==> src/rtl/task_demux_1_2.sv <==
// Buffered 1-to-2 task-ID demultiplexer: one valid/ready input stream steered by
// explicit select or round-robin into two independent per-channel FIFOs.
module task_demux_1_2 #(
    parameter int DATA_W = 4,
    parameter int DEPTH  = 2,
    parameter int CNT_W  = $clog2(DEPTH + 1)
) (
    input  logic              clk,
    input  logic              rst,
    input  logic [DATA_W-1:0] in_data,
    input  logic              in_sel,
    input  logic              auto_mode,
    input  logic              in_valid,
    output logic              in_ready,
    output logic [DATA_W-1:0] out0_data,
    output logic              out0_valid,
    input  logic              out0_ready,
    output logic [DATA_W-1:0] out1_data,
    output logic              out1_valid,
    input  logic              out1_ready,
    output logic [CNT_W-1:0]  out0_count,
    output logic [CNT_W-1:0]  out1_count
);
    localparam int PTR_W = $clog2(DEPTH);

    logic [DATA_W-1:0]         mem_q [2][DEPTH];
    logic [1:0][PTR_W-1:0]     wr_ptr_q, wr_ptr_d;
    logic [1:0][PTR_W-1:0]     rd_ptr_q, rd_ptr_d;
    logic [1:0][CNT_W-1:0]     count_q, count_d;
    logic                      rr_q, rr_d;
    logic                      tgt;
    logic                      push;
    logic [1:0]                push_ch;
    logic [1:0]                pop;
    logic [1:0]                out_ready;

    assign out_ready = {out1_ready, out0_ready};

    // No skipping: a full target channel stalls input even if the other has room.
    always_comb begin
        tgt      = auto_mode ? rr_q : in_sel;
        in_ready = (count_q[tgt] != CNT_W'(DEPTH));
        push     = in_valid && in_ready;
    end

    always_comb begin
        wr_ptr_d = wr_ptr_q;
        rd_ptr_d = rd_ptr_q;
        count_d  = count_q;
        push_ch  = '0;
        pop      = '0;
        rr_d     = rr_q ^ (push & auto_mode);
        for (int unsigned k = 0; k < 2; k++) begin
            push_ch[k]  = push && (tgt == 1'(k));
            pop[k]      = (count_q[k] != '0) && out_ready[k];
            wr_ptr_d[k] = wr_ptr_q[k] + (push_ch[k] ? PTR_W'(1) : '0);
            rd_ptr_d[k] = rd_ptr_q[k] + (pop[k] ? PTR_W'(1) : '0);
            count_d[k]  = count_q[k] + CNT_W'(push_ch[k]) - CNT_W'(pop[k]);
        end
    end

    always_ff @(posedge clk) begin
        if (rst) begin
            wr_ptr_q <= '0;
            rd_ptr_q <= '0;
            count_q  <= '0;
            rr_q     <= 1'b0;
        end else begin
            wr_ptr_q <= wr_ptr_d;
            rd_ptr_q <= rd_ptr_d;
            count_q  <= count_d;
            rr_q     <= rr_d;
        end
    end

    // Storage has no reset; writes are suppressed on a reset edge.
    always_ff @(posedge clk) begin
        if (!rst && push) begin
            mem_q[tgt][wr_ptr_q[tgt]] <= in_data;
        end
    end

    assign out0_valid = (count_q[0] != '0);
    assign out1_valid = (count_q[1] != '0);
    assign out0_data  = out0_valid ? mem_q[0][rd_ptr_q[0]] : '0;
    assign out1_data  = out1_valid ? mem_q[1][rd_ptr_q[1]] : '0;
    assign out0_count = count_q[0];
    assign out1_count = count_q[1];

endmodule

==> config.mk <==
export PLATFORM = sky130hd
export DESIGN_NAME = task_demux_1_2
export DESIGN_NICKNAME = d
export VERILOG_FILES = /design/src/rtl/task_demux_1_2.sv
export SDC_FILE = /design/constraint.sdc
export NUM_CORES = 1
export LEC_CHECK = 0
export ABC_AREA = 1
export BUFFER_PORTS_ARGS = -buffer_cell sky130_fd_sc_hd__buf_2
export CORE_ASPECT_RATIO = 1.2
export CORE_UTILIZATION = 45
export CTS_CLUSTER_SIZE = 12
export DETAILED_ROUTE_END_ITERATION = 8
export GPL_ROUTABILITY_DRIVEN = 0
export GPL_TIMING_DRIVEN = 0
export PLACE_DENSITY_LB_ADDON = 0.12
export SYNTH_ARGS = -nofsm -noshare
export SYNTH_HDL_FRONTEND = slang
export SYNTH_SLANG_ARGS = --single-unit
export TNS_END_PERCENT = 100
==> constraint.sdc <==
create_clock -name clk -period 4.6 [get_ports clk]
set_clock_uncertainty 0.05 [all_clocks]
set_input_delay 0.92 -clock clk [delete_from_list [all_inputs] [get_ports clk]]
set_output_delay 0.92 -clock clk [all_outputs]
set_load 0.03 [all_outputs]
==> results.yml, run 1 <==
status:
  status: "finished clean"
clock_tree:
  cts_max_path_buffers: 2
  path_clk_slew_ns: 0.13
  numCtsBuffers: 3
  h-tree-depth: 1
  holdBufCountCts: 0
  clock_latency_ns: 0.31
  cts_sinks: 25
  post_cts_buffers: 0
  cts_root_buf: "clkbuf_4"
  tritoncts: "built"
  cts_resized: 0
synthesis:
  yosys.area.top_type: "edfxtp_1"
  synth_top_family_by_area: "simple AND/OR/NAND/NOR gates"
  synthXorXnorAreaFrac_pct: 1.60
  synth_area_sq_um: 1100
  synthSimpleGateAreaFrac_pct: 17.2
  yosys-top-cells-area: "edfxtp_1 44%, dfxtp_1 16%, nand2_1 8.2%"
  synth-compound-area-share_pct: 9.13
  synthCells: 114
  synth-adder-area-share_pct: 4.57
  netlist.area_leader.share_pct: 43.8
  yosysWarningCount: 0
  ys_seq_area_share_pct: 60.3
  ys_types: 14
  syn_nets: 129
  synthMuxAreaShare_pct: 0
  ys_ff_latch: 25
  avgSynthCellArea_sq_um: 9.61
timing:
  fin_crit_ns: 2.59
  clock.fmax_mhz: 385
  worst_pin_slew_ns: 0.599
  finalSetupViolCount: 0
  setup_tns_ns: 0
  post-route-period-util_pct: 56.4
  finalHoldViolations: 0
  rsz0062_at_grt: "false"
  relSlewSlack_pct: 59.8
  drv_slew: 0
routing:
  dr.pass1.iters: 4
  routed_wirelength_um: 1910
  wl_per_cell_um: 10.9
  vias: 848
  drcViolationCount: 0
  drt_iter0_drc: 13
  drtAntennaViolNets: 0
  vias_per_cell: 4.87
final_layout:
  utilization_pct: 55.8
  syn2layout_area_growth_pct: 17.5
  final_area_sq_um: 1290
  nets: 159
  stdcell_count: 174
  fillers: 231
  final_cell_mix: "25 x buf_2, 24 x nand2_1, 21 x inv_1"
  antenna_cells: 0
  final_common_cell: "buf_2"
  drive_above_1_share_pct: 23.8
setup_path:
  timing.rr.end: "out1_count[1]$_SDFF_PP0_"
  required_ns: 3.63
  reg2regPathDepth: 10
  startpoint_type: "primary input"
  cp-end-kind: "output port"
  reg2reg_from: "out1_count[0]$_SDFF_PP0_"
  cp_data_arrival_time_ns: 1.62
  path_class: "primary input to output port"
  r2r_slack_ns: 2.67
  cp_max_fo: 5
pwr:
  sw_frac_of_total_pct: 45.6
  seq_power_share_pct: 39.9
  p_total_mw: 0.736
  powerDensity_nw_per_um2: 571
  irDropWorstVdd_v: 0.000341
  pwr-share-comb_pct: 47.4
  p_leak_nw: 0.591
  intPower_mw: 0.400
  power.switching_mw: 0.335
  clkPwrFrac_pct: 12.7
global_route:
  antenna_found_initial: 0
  grt_max_degree: 15
  grt_pass1_wl_um: 3070
  gr-usage-all-layers_pct: 16.7
  overflow: 0
  grt_pass1_vias: 756
die:
  die-width_um: 47.1
  start_util_pct: 47.5
  core_sq_um: 2310
  die_h_um: 56.1
  dieArea_sq_um: 2640
  rows: 19
  num_io_pins: 26
flow_run:
  maxCapViolCount: 0
hold_path:
  hp-class: "flop to flop"
  hold_depth: 2
  min_to: "wr_ptr_q[1]$_SDFF_PP0_"
  holdCritStartpoint: "wr_ptr_q[1]$_SDFF_PP0_"
placed_design:
  dp.final_hpwl_um: 1430
  io_buffers: 25
  dp_cells: 170
  dpl_cell_area_sq_um: 1260
cell families (layout without fill, tap and decap cells):
| kind of cell | count (synthesis) | in the layout |
|---|---|---|
| AND/OR/NAND/NOR | 42 | 42 |
| AO/OA/AOI/OAI | 20 | 20 |
| flip-flops | 25 | 25 |
| XOR/XNOR | 2 | 2 |
| adder cells (fa/ha/maj) | 4 | 4 |
| buffers and inverters | 21 | 50 |
synthesized netlist by cell type:
cell      instances
a21oi_1          14
dfxtp_1           9
edfxtp_1         16
ha_1              4
inv_1            21
nand2_1          24
nand2_2           3
nand3_1           3
nand3_2           2
nand4_1           1
nor2_1            5
nor3_1            4
o21ai_0           6
xnor2_1           2
state kept, by name, summed over array words and instances, names as in the netlist:
signal	count
mem_q	16
out0_count	2
wr_ptr_q	2
out1_count	2
rr_q	1
rd_ptr_q	2
power groups by stage:
stage | clock network [mW] | registers [mW] | logic [mW]
floorplan | 0 | 0.324 | 0.229
global placement | 0 | 0.298 | 0.343
detailed placement | 0 | 0.298 | 0.350
CTS | 0.0956 | 0.293 | 0.352
global route | 0.104 | 0.298 | 0.382
finish | 0.0935 | 0.294 | 0.348
through the flow:
step                      worst slack [ns]  hold slack, ns
after floorplan                       2.30           0.410
after global placement                2.04           0.423
after detailed placement              2.01           0.432
after CTS                             2.00           0.453
after global routing                  1.95           0.492
final                                 2.01           0.455
critical path, cell delays in order:
cell and delay (ns):
buf_2 0.12, inv_1 0.05, nand2_1 0.06, nand2_2 0.12, nand2_2 0.06, nand2_2 0.09, buf_2 0.20
worst max path at each step:
stage / endpoint / slack [ns] / depth (start not counted) / from
global route: in_ready / 1.95 / 7 / auto_mode
detailed placement: in_ready / 2.01 / 7 / auto_mode
global placement: in_ready / 2.04 / 7 / auto_mode
floorplan: in_ready / 2.30 / 5 / auto_mode
CTS: in_ready / 2.00 / 7 / auto_mode
finish: in_ready / 2.01 / 7 / auto_mode
final cells by class:
cell class                 instances  area [sq um]  area share (%)
clock inverter                     1          5.00           0.389
tap                               31          38.8            3.01
sequential                        25           661            51.3
clock buffer                       3          22.5            1.75
timing repair buffer              25           125            9.72
inverter                          21          78.8            6.12
multi-input combinational         68           357            27.7
routing by layer:
layer | part of all wire [%] | vias up | global-route usage [%]
met5 | 0 | - | 0
met2 | 52 | 20 | 27.8
met3 | 3.4 | 7 | 2.92
met1 | 42 | 389 | 19.1
li1 | - | 432 | -
met4 | 2.4 | 0 | 9.39
Note: power is estimated with default switching activity, not from simulation.
==> run 2: changes to the inputs <==
==> constraint.sdc (replaced) <==
create_clock -name clk -period 2.6 [get_ports clk]
set_clock_uncertainty 0.05 [all_clocks]
set_input_delay 0.52 -clock clk [delete_from_list [all_inputs] [get_ports clk]]
set_output_delay 0.52 -clock clk [all_outputs]
set_load 0.03 [all_outputs]
==> run 2 against run 1 <==
Compared with the run above: via count rose by 0.24%; power rose by 77%; die area did not move; worst setup slack got worse by 1.3 ns; largest power group unchanged.
==> results.yml, run 2 (same netlist as run 1, synthesis figures left out) <==
placed_design:
  dp.final_hpwl_um: 1430
  io_buffers: 25
die:
  start_util_pct: 47.5
  num_io_pins: 26
  dieArea_sq_um: 2640
  die-width_um: 47.1
  die_h_um: 56.1
  rows: 19
  core_sq_um: 2310
setup_path:
  cp_data_arrival_time_ns: 2.14
  path_class: "flop to flop"
  cp_max_fo: 5
  cp-endpoint: "out1_count[1]$_SDFF_PP0_"
  cp-startpoint: "out1_count[0]$_SDFF_PP0_"
  reg2regPathDepth: 10
  r2r_slack_ns: 0.67
  timing.rr.end: "out1_count[1]$_SDFF_PP0_"
  startpoint_type: "flop"
  cp-end-kind: "flop"
  required_ns: 2.80
  reg2reg_from: "out1_count[0]$_SDFF_PP0_"
final_layout:
  syn2layout_area_growth_pct: 17.5
  largest_reg_flops: 16
  antenna_cells: 0
  utilization_pct: 55.8
  multiInputGateArea_sq_um: 357
  final_common_cell: "buf_2"
  final_cell_mix: "25 x buf_2, 24 x nand2_1, 21 x inv_1"
  nets: 159
  regArea_sq_um: 661
  fillers: 231
  drive_above_1_share_pct: 23.8
routing:
  vias_per_cell: 4.89
  dr.pass1.iters: 4
  drcViolationCount: 0
  drtAntennaViolNets: 0
  routed_wirelength_um: 1920
  vias: 850
  wl_per_cell_um: 11.0
  drt_iter0_drc: 16
timing:
  post-route-period-util_pct: 74.2
  drv_slew: 0
  worst_pin_slew_ns: 0.598
  rsz0062_at_grt: "false"
  finalSetupViolCount: 0
  whs_ns: 0.329
  clock.fmax_mhz: 518
  relSlewSlack_pct: 59.8
  fin_crit_ns: 1.93
  finalHoldViolations: 0
  setup_tns_ns: 0
clock_tree:
  path_clk_slew_ns: 0.13
  numCtsBuffers: 3
  cts_max_path_buffers: 2
  cts_resized: 0
  post_cts_buffers: 0
  h-tree-depth: 1
  holdBufCountCts: 0
  cts_root_buf: "clkbuf_4"
  clock_latency_ns: 0.31
  cts_sinks: 25
  tritoncts: "built"
global_route:
  gr-usage-all-layers_pct: 16.8
  grt_pass1_vias: 761
  antenna_found_initial: 0
  overflow: 0
  grt_pass1_wl_um: 3080
  grt_max_degree: 15
pwr:
  irDropWorstVdd_v: 0.000604
  p_leak_nw: 0.591
  powerDensity_nw_per_um2: 1010
  p_total_mw: 1.30
hold_path:
  hp-class: "primary input to flop"
flow_run:
  maxCapViolCount: 0
status:
  status: "finished clean"
[run 2: report_power, final]
group / switching [mW] / internal, mW / leakage (nW)
Clock: 0.106 / 0.0574 / 0.0177
Combinational: 0.442 / 0.174 / 0.354
Sequential: 0.0433 / 0.477 / 0.219
Total: 0.592 / 0.708 / 0.591
[run 2: how the worst min path moves through the flow]
stage	start	endpoint	slack, ns	cells after the start
after floorplan	wr_ptr_q[0]$_SDFF_PP0_	wr_ptr_q[0]$_SDFF_PP0_	0.41	2
after global placement	wr_ptr_q[1]$_SDFF_PP0_	wr_ptr_q[1]$_SDFF_PP0_	0.42	2
after detailed placement	wr_ptr_q[1]$_SDFF_PP0_	wr_ptr_q[1]$_SDFF_PP0_	0.43	2
after CTS	rst	out1_count[0]$_SDFF_PP0_	0.33	2
after global routing	rst	out1_count[0]$_SDFF_PP0_	0.31	2
final	rst	out1_count[0]$_SDFF_PP0_	0.33	2
[run 2: layer usage]
layer / GRT usage [%] / wire [um]
met5: 0 / 0
met2: 27.8 / 991
met3: 2.92 / 64
met1: 19.4 / 826
met4: 9.39 / 36
[run 2: critical path: stages, from the launching register on]
cell and delay (ns):
dfxtp_1 0.35, nor2_1 0.35, inv_1 0.10, nand2_1 0.11, inv_1 0.05, ha_1 0.27, inv_1 0.04, ha_1 0.17
xnor2_1 0.16, o21ai_0 0.09, a21oi_1 0.12
[run 2: area by class of cell]
cell class,count,area share (%)
clock buffers,3,1.75
inverters,21,6.12
well taps,31,3.01
repair buffers,25,9.72
flip-flops and latches,25,51.3
clock inverters,1,0.389
multi-input cells,68,27.7
[run 2: through the flow]
step / worst slack (ns) / instance area, sq um / cells
after floorplan: 0.614 / 1100 / 114
after global placement: 0.566 / 1260 / 170
after detailed placement: 0.509 / 1260 / 170
after CTS: 0.641 / 1290 / 174
after global routing: 0.468 / 1290 / 174
final: 0.670 / 1290 / 174
